File: src/rtl/parity_frame_ctrl.sv
// Frame sequencer around the parity datapath: gathers FRAME_LEN words, compares parity, reports done/error.
// Optional saturating frame-error counter port enabled by defining PARITY_FRAME_ERRCNT_EN.
module parity_frame_ctrl #(
    parameter int DATA_W     = 4,
    parameter int FRAME_LEN  = 8,
    parameter int ODD_PARITY = 0
) (
    input  logic              clk,
    input  logic              rst_n,
    input  logic              in_start,
    input  logic              in_abort,
    input  logic              in_valid,
    input  logic [DATA_W-1:0] in_data,
    output logic              out_ready,
    input  logic              in_par_valid,
    input  logic              in_par,
    output logic              out_busy,
    output logic [7:0]        out_cnt,
    output logic              out_sum,
    output logic              out_err,
    output logic              out_done
`ifdef PARITY_FRAME_ERRCNT_EN
   ,output logic [7:0]        out_err_cnt
`endif
);

    typedef enum logic [1:0] {IDLE, ACCUM, WAIT_PAR, DONE} state_t;

    localparam logic [7:0] LAST_CNT = 8'(FRAME_LEN);
    localparam logic       ODD_BIT  = 1'(ODD_PARITY);

    state_t     state_q, state_d;
    logic       acc_q, acc_d;
    logic [7:0] cnt_q, cnt_d;
    logic       sum_q, sum_d;
    logic       err_q, err_d;

    always_comb begin
        // NOTE: every _d starts as its _q so no path through this block infers a latch.
        state_d = state_q;
        acc_d   = acc_q;
        cnt_d   = cnt_q;
        sum_d   = sum_q;
        err_d   = err_q;
        case (state_q)
            IDLE: begin
                if (in_start) begin
                    state_d = ACCUM;
                    acc_d   = 1'b0;
                    cnt_d   = 8'd0;
                    sum_d   = 1'b0;
                    err_d   = 1'b0;
                end
            end
            ACCUM: begin
                // out_ready is high throughout ACCUM, so in_valid alone means accept.
                if (in_valid) begin
                    acc_d = acc_q ^ (^in_data);
                    cnt_d = cnt_q + 8'd1;
                    if (cnt_d == LAST_CNT) begin
                        state_d = WAIT_PAR;
                        sum_d   = acc_d ^ ODD_BIT;
                    end
                end
            end
            WAIT_PAR: begin
                if (in_par_valid) begin
                    err_d   = (in_par != sum_q);
                    state_d = DONE;
                end
            end
            DONE: state_d = IDLE;
            default: state_d = IDLE;
        endcase

        // Abort overrides everything, including a simultaneous start; status bits keep their last value.
        if (in_abort) begin
            state_d = IDLE;
            acc_d   = acc_q;
            cnt_d   = 8'd0;
            sum_d   = sum_q;
            err_d   = err_q;
        end
    end

    always_ff @(posedge clk or negedge rst_n) begin
        if (!rst_n) begin
            state_q <= IDLE;
            acc_q   <= 1'b0;
            cnt_q   <= 8'd0;
            sum_q   <= 1'b0;
            err_q   <= 1'b0;
        end else begin
            // NOTE: non-blocking so every flop samples the pre-edge values of its peers.
            state_q <= state_d;
            acc_q   <= acc_d;
            cnt_q   <= cnt_d;
            sum_q   <= sum_d;
            err_q   <= err_d;
        end
    end

    assign out_ready = (state_q == ACCUM);
    assign out_busy  = (state_q != IDLE);
    assign out_done  = (state_q == DONE);
    assign out_cnt   = cnt_q;
    assign out_sum   = sum_q;
    assign out_err   = err_q;

`ifdef PARITY_FRAME_ERRCNT_EN
    logic [7:0] err_cnt_q, err_cnt_d;

    always_comb begin
        err_cnt_d = err_cnt_q;
        if (state_q == DONE && err_q && err_cnt_q != 8'hFF) begin
            err_cnt_d = err_cnt_q + 8'd1;
        end
    end

    always_ff @(posedge clk or negedge rst_n) begin
        if (!rst_n) begin
            err_cnt_q <= 8'd0;
        end else begin
            err_cnt_q <= err_cnt_d;
        end
    end

    assign out_err_cnt = err_cnt_q;
`endif

endmodule

File: config.mk
export PLATFORM = sky130hd
export DESIGN_NAME = parity_frame_ctrl
export DESIGN_NICKNAME = d
export VERILOG_FILES = /design/src/rtl/parity_frame_ctrl.sv
export SDC_FILE = /design/constraint.sdc
export NUM_CORES = 1
export LEC_CHECK = 0
export ABC_AREA = 1
export CAP_MARGIN = 30
export CORE_MARGIN = 3
export CORE_UTILIZATION = 46
export CTS_CLUSTER_DIAMETER = 40
export DETAILED_ROUTE_END_ITERATION = 16
export PLACE_DENSITY = 0.84
export SLEW_MARGIN = 20
export SYNTH_ARGS = -nofsm -noshare
export SYNTH_HDL_FRONTEND = slang
export SYNTH_SLANG_ARGS = --single-unit
File: constraint.sdc
create_clock -name clk -period 2.02 [get_ports clk]
set_input_delay 0.606 -clock clk [delete_from_list [all_inputs] [get_ports clk]]
set_output_delay 0.606 -clock clk [all_outputs]
set_load 0.03 [all_outputs]
==> results of run 1 <==
per-layer routing:
| metal | track usage, % | share of wire, % | vias to the layer above |
|---|---|---|---|
| met5 | 0 | 0 | - |
| met4 | 6.635 | 1.6 | 0 |
| met3 | 7.034 | 6.1 | 5 |
| met2 | 38.17 | 51 | 25 |
| met1 | 19.43 | 41 | 400 |
| li1 | - | - | 441 |
cell usage after synthesis:
| master | number |
|---|---|
| o21ai_0 | 7 |
| nand3_1 | 12 |
| nand2_1 | 31 |
| a211oi_1 | 1 |
| o21bai_1 | 1 |
| o21ai_1 | 2 |
| nand4_1 | 3 |
| nor2_1 | 5 |
| nor2_2 | 2 |
| o21ai_2 | 1 |
| nand2b_1 | 1 |
| nand2_2 | 3 |
| dfrtp_1 | 13 |
| o22ai_1 | 2 |
| ha_1 | 6 |
| a21oi_1 | 3 |
| or2_1 | 1 |
| xnor2_1 | 3 |
| inv_2 | 2 |
| o211ai_1 | 1 |
| inv_1 | 17 |
worst min-delay path: cells and delay by family (launching register included):
| family | cells | cell delay, ns |
|---|---|---|
| AO/OA/AOI/OAI | 1 | 0.07 |
| buffers and inverters | 1 | 0.05 |
| flip-flops | 1 | 0.39 |
placed cells by master (no fill, tap or decap), types with 2 or more instances in the layout:
cell type	instances
o21ai_0	7
ha_1	6
o21ai_1	2
dfrtp_1	13
nand3_1	12
dlymetal6s2s_1	2
o22ai_1	2
dlygate4sd2_1	4
nand2_1	31
inv_2	2
nor2_2	2
a21oi_1	3
inv_1	17
nor2_1	5
nand4_1	3
xnor2_1	3
clkbuf_2	2
clkdlybuf4s50_1	14
buf_4	5
clkbuf_4	3
nand2_2	3
through the flow:
stage,power [µW],instances,hold WS [ns],cell area (µm²)
floorplan,717.5,117,0.3104,859.6
global placement,919.1,168,0.5203,1147
detailed placement,936.9,168,0.5196,1147
CTS,1093,172,0.5539,1166
global route,1170,172,0.5802,1164
finish,1074,172,0.5494,1164
repair_timing:
item / 4_1_cts / 5_1_grt
setup endpoints to repair: 6 / 4
buffers inserted: 0 / 0
gates resized for setup: 6 / 6
final cells by class:
class	count	area, µm²	share of cell area [%]
Multi-Input combinational cell	85	462.9	39.78
Sequential cell	13	325.3	27.96
Timing Repair Buffer	27	247.7	21.29
Inverter	19	71.32	6.129
Tap cell	24	30.03	2.581
Clock buffer	4	26.28	2.258
cells by family (layout without fill, tap and decap cells):
logic type	after synthesis	after routing	synth area share, %
AOI/OAI and AO/OA	18	18	12.08
xor gates and xnor gates	3	3	3.057
adders and majority gates	6	6	8.733
buffers and inverters	19	50	8.297
DFF	13	13	37.85
and+or+nand+nor	58	58	29.99
how the worst max path moves through the flow:
stage	slack [ns]	start	endpoint
after floorplan	0.31	state_q[1]	out_cnt[3]
after global placement	0.09	state_q[0]	out_busy
after detailed placement	0.06	state_q[0]	out_busy
after CTS	0.008	state_q[0]	out_busy
after global routing	0.009	out_sum	out_sum
final	0.06	out_sum	out_sum
state kept, by name, indices dropped and copies added (netlist names):
register  cells
state_q       2
out_cnt       8
out_err       1
acc_q         1
out_sum       1
report_power, final:
group / internal [µW] / switching [µW] / leakage (µW)
combinational: 213 / 352 / 0.000419
sequential: 308 / 38.1 / 0.000177
clock: 76.5 / 86.4 / 0.0000150
==> impl_metrics.ini, run 1 <==
[floorplanning]
core_um2 = 1629
ioPinCount = 24
start_util_pct = 52.76
die_x_um = 49.23
die_area_um2 = 2423
rows = 14
dieHeight_um = 49.23

[logic_synthesis]
mappedNetlistNets = 134
syn-cell-area_um2 = 859.6
synth.area.top_cells = dfrtp_1, nand2_1, ha_1
synth_warnings = 0
yosysTopAreaCellShare_pct = 37.85
ys_ff_latch = 13
netlist_instances = 117
syn_avg_cell_area_um2 = 7.347
ys_types = 21
yosys.area.top_type = dfrtp_1
ys_seq_area_share_pct = 37.85

[final_layout]
antenna_cells = 0
area_delta_synth_final_pct = 35.37
drive_above_1_share_pct = 12.16
final_util_pct = 71.43
nets = 166
fillers = 136

[critical_path]
end_kind = primary output
critical_path_class = reg2out
critical-path-max-stage-delay_ns = 0.68
r2r-start = state_q[0]
crit_buf_inv = 1
crit_cells = 1
startpoint_type = flop
r2r-end = out_cnt[2]
critPathTopFamily = buffers and inverters
cp.arrival_ns = 1.35
required_ns = 1.41
r2r_setup_slack_ns = 0.33
reg2reg_depth = 5
cp_slowest_cell = clkdlybuf4s50_1
path_cells = clkdlybuf4s50_1
path_max_fanout = 4

[sta]
worstMarginPinSlew_ns = 0.3179
max_freq_mhz = 511.5
final_hold_viol_count = 0
grt_setup_unrepaired = false
slew-limit-headroom_pct = 78.77
slew_violations = 0
post-route-period-util_pct = 96.79
fin_skew_ns = 0.005594
min_period_ns = 1.955
setup_viol = 0
tns_ns = 0
layout_setup_ws_ns = 0.06489

[clocking]
cts_tree = built
cts.sinks = 13
hold_buffers = 0
clk_pin_slew_worst_paths_ns = 0.08
clk_latency_ns = 0.28
cts_buffers = 3
clock_path_buffers = 2
cts_root_buf = clkbuf_4
cts_htree_levels = 1

[drt]
avgViaCountPerCell = 5.064
drt_iter0_markers = 8
drcViolationCount = 0
wl_um = 2093
avgRoutedWirePerCell_um = 12.17
first_pass_iters = 4
postRouteAntennaNets = 0
vias = 871

[global_routing]
antenna_found_initial = 0
overflow = 0
grt_max_degree = 14
grt_pass1_wl_um = 3691
grt_pass1_vias = 899
grtUsageTotal_pct = 19.96

[flow_run]
maxCapViolCount = 0

[worst_hold_path]
holdPathEnd = out_err
holdCritStartpoint = out_err
min_path_cells = 2
hold_path.class = reg2reg

[run_status]
status = finished, final reports clean

[placement]
io_buffer_count = 23
hpwl_um = 1609
place_ws_ns = 0.05554
gp_congestion = 0.9269

[pwr]
leakagePower_uw = 0.0006113
ir_drop_v = 0.0007923
power.density_nw_per_um2 = 923.1
No activity file was read; power rests on OpenSTA's default activity.
==> run 2, diff against run 1 <==
CORE_MARGIN = unset   (was 3)
==> impl_metrics.ini, run 2 (synthesized netlist as in run 1, its figures left out) <==
[floorplanning]
die_area_um2 = 2045
start_util_pct = 49.25
die_x_um = 45.23
rows = 15
core_um2 = 1745
dieHeight_um = 45.23
ioPinCount = 24

[global_routing]
grtUsageTotal_pct = 20.85
grt_pass1_wl_um = 3139
overflow = 0
antenna_found_initial = 0
grt_pass1_vias = 797
grt_max_degree = 14

[final_layout]
final-seq-area_um2 = 325.3
layout_common_cells = nand2_1, inv_1, clkdlybuf4s50_1
drive_above_1_share_pct = 10.88
finalInstanceArea_um2 = 1162
fillers = 146
multiInputGateArea_um2 = 462.9
nets = 165
stdcell_count = 172
final_common_cell = nand2_1
antenna_cells = 0
largest_reg_flops = 8
area_delta_synth_final_pct = 35.23

[clocking]
clock_path_buffers = 2
cts_htree_levels = 1
clk_latency_ns = 0.28
cts_tree = built
cts_root_buf = clkbuf_4
cts_buffers = 3
clk_pin_slew_worst_paths_ns = 0.08
cts.sinks = 13
hold_buffers = 0

[pwr]
power_frac_seq_pct = 32.3
leakagePower_uw = 0.0006051
ir_drop_v = 0.0006117
p_clk_share_pct = 15.3
p_int_uw = 596.4
power_switching_uw = 474.1
switching_share_pct = 44.29
p_comb_share_pct = 52.4
power.density_nw_per_um2 = 921.0

[critical_path]
critical_path_class = reg2out
crit_buf_inv = 1
cp.arrival_ns = 1.37
critical-path-max-stage-delay_ns = 0.69
path_max_fanout = 4
critPathTopFamily = buffers and inverters
end_kind = primary output
path_cells = clkdlybuf4s50_1
cp_slowest_cell = clkdlybuf4s50_1
required_ns = 1.41
startpoint_type = flop

[drt]
avgViaCountPerCell = 5.000
avgRoutedWirePerCell_um = 10.73
wl_um = 1845
drcViolationCount = 0
vias = 860
drt_iter0_markers = 4
first_pass_iters = 4
postRouteAntennaNets = 0

[sta]
fin_skew_ns = 0.004540
slew_violations = 0
slew-limit-headroom_pct = 62.49
tns_ns = 0
setup_viol = 0
post-route-period-util_pct = 97.79
worstMarginPinSlew_ns = 0.5608
max_freq_mhz = 506.2
min_period_ns = 1.975
final_hold_viol_count = 0
grt_setup_unrepaired = false

[placement]
placed_area_um2 = 1141
gp_congestion = 0.8169
place_inst = 168
io_buffer_count = 23
hpwl_um = 1529

[run_status]
status = finished, final reports clean

[worst_hold_path]
hold_path.class = reg2reg

[flow_run]
maxCapViolCount = 0
## run 2: cell types whose count changed in the layout (fill, tap and decap cells not counted)
cell,previous run,this run
buf_4,5,4
clkbuf_2,2,1
clkdlybuf4s50_1,14,15
## run 2: power by group through the flow
stage	clock network, µW	registers [µW]	logic (µW)
2_1_floorplan	0	393	324
3_3_place_gp	0	348	568
3_5_place_dp	0	351	585
4_1_cts	171	346	570
5_1_grt	177	352	620
6_report	164	346	561
## run 2: metal layers
layer	wire length [µm]	track usage, %
met1	759	23.51
met3	89	4.800
met4	13	5.455
met2	982	38.84
met5	0	0
## run 2: cell type report
| cell class | count | share of cell area [%] |
|---|---|---|
| multi-input cells | 85 | 39.83 |
| repair buffers | 26 | 21.10 |
| well taps | 25 | 2.691 |
| flip-flops and latches | 13 | 27.99 |
| inverters | 19 | 6.136 |
| clock buffers | 4 | 2.261 |
## run 2: path summary, 6_finish.rpt
check	slack, ns	startpoint	depth (start not counted)	endpoint
worst min-delay path	0.56	out_err	2	out_err
worst max-delay path	0.04	out_sum	1	out_sum
worst min register to register	0.56	out_err	2	out_err
min in group asynchronous	0.68	rst_n	1	out_sum
max in group asynchronous	0.97	rst_n	1	out_cnt[2]
worst max register to register	0.36	state_q[0]	8	out_cnt[3]
## run 2: through the flow
stage | util [%] | worst slack (ns) | hold slack, ns | power, µW
CTS | 66.52 | 0.001849 | 0.5589 | 1087
global placement | 65.38 | 0.09056 | 0.5193 | 915.6
floorplan | - | 0.3140 | 0.3104 | 717.5
global route | 66.60 | 0.007375 | 0.6082 | 1150
detailed placement | 65.38 | 0.06170 | 0.5354 | 935.9
finish | 66.60 | 0.04467 | 0.5563 | 1071
## run 2: worst register-to-register path: cells and delay by family, from the launching register on
| kind | cells | cell delay (ns) |
|---|---|---|
| buffers and inverters | 2 | 0.23 |
| AOI/OAI and AO/OA | 2 | 0.38 |
| adders and majority gates | 1 | 0.28 |
| DFF | 1 | 0.39 |
| and+or+nand+nor | 3 | 0.26 |
## run 2: timing repair
action                                 CTS  global route
endpoints found under the hold margin    0             0
setup buffers                            0             0
resized for setup                        5             4
setup endpoints to repair                5             3
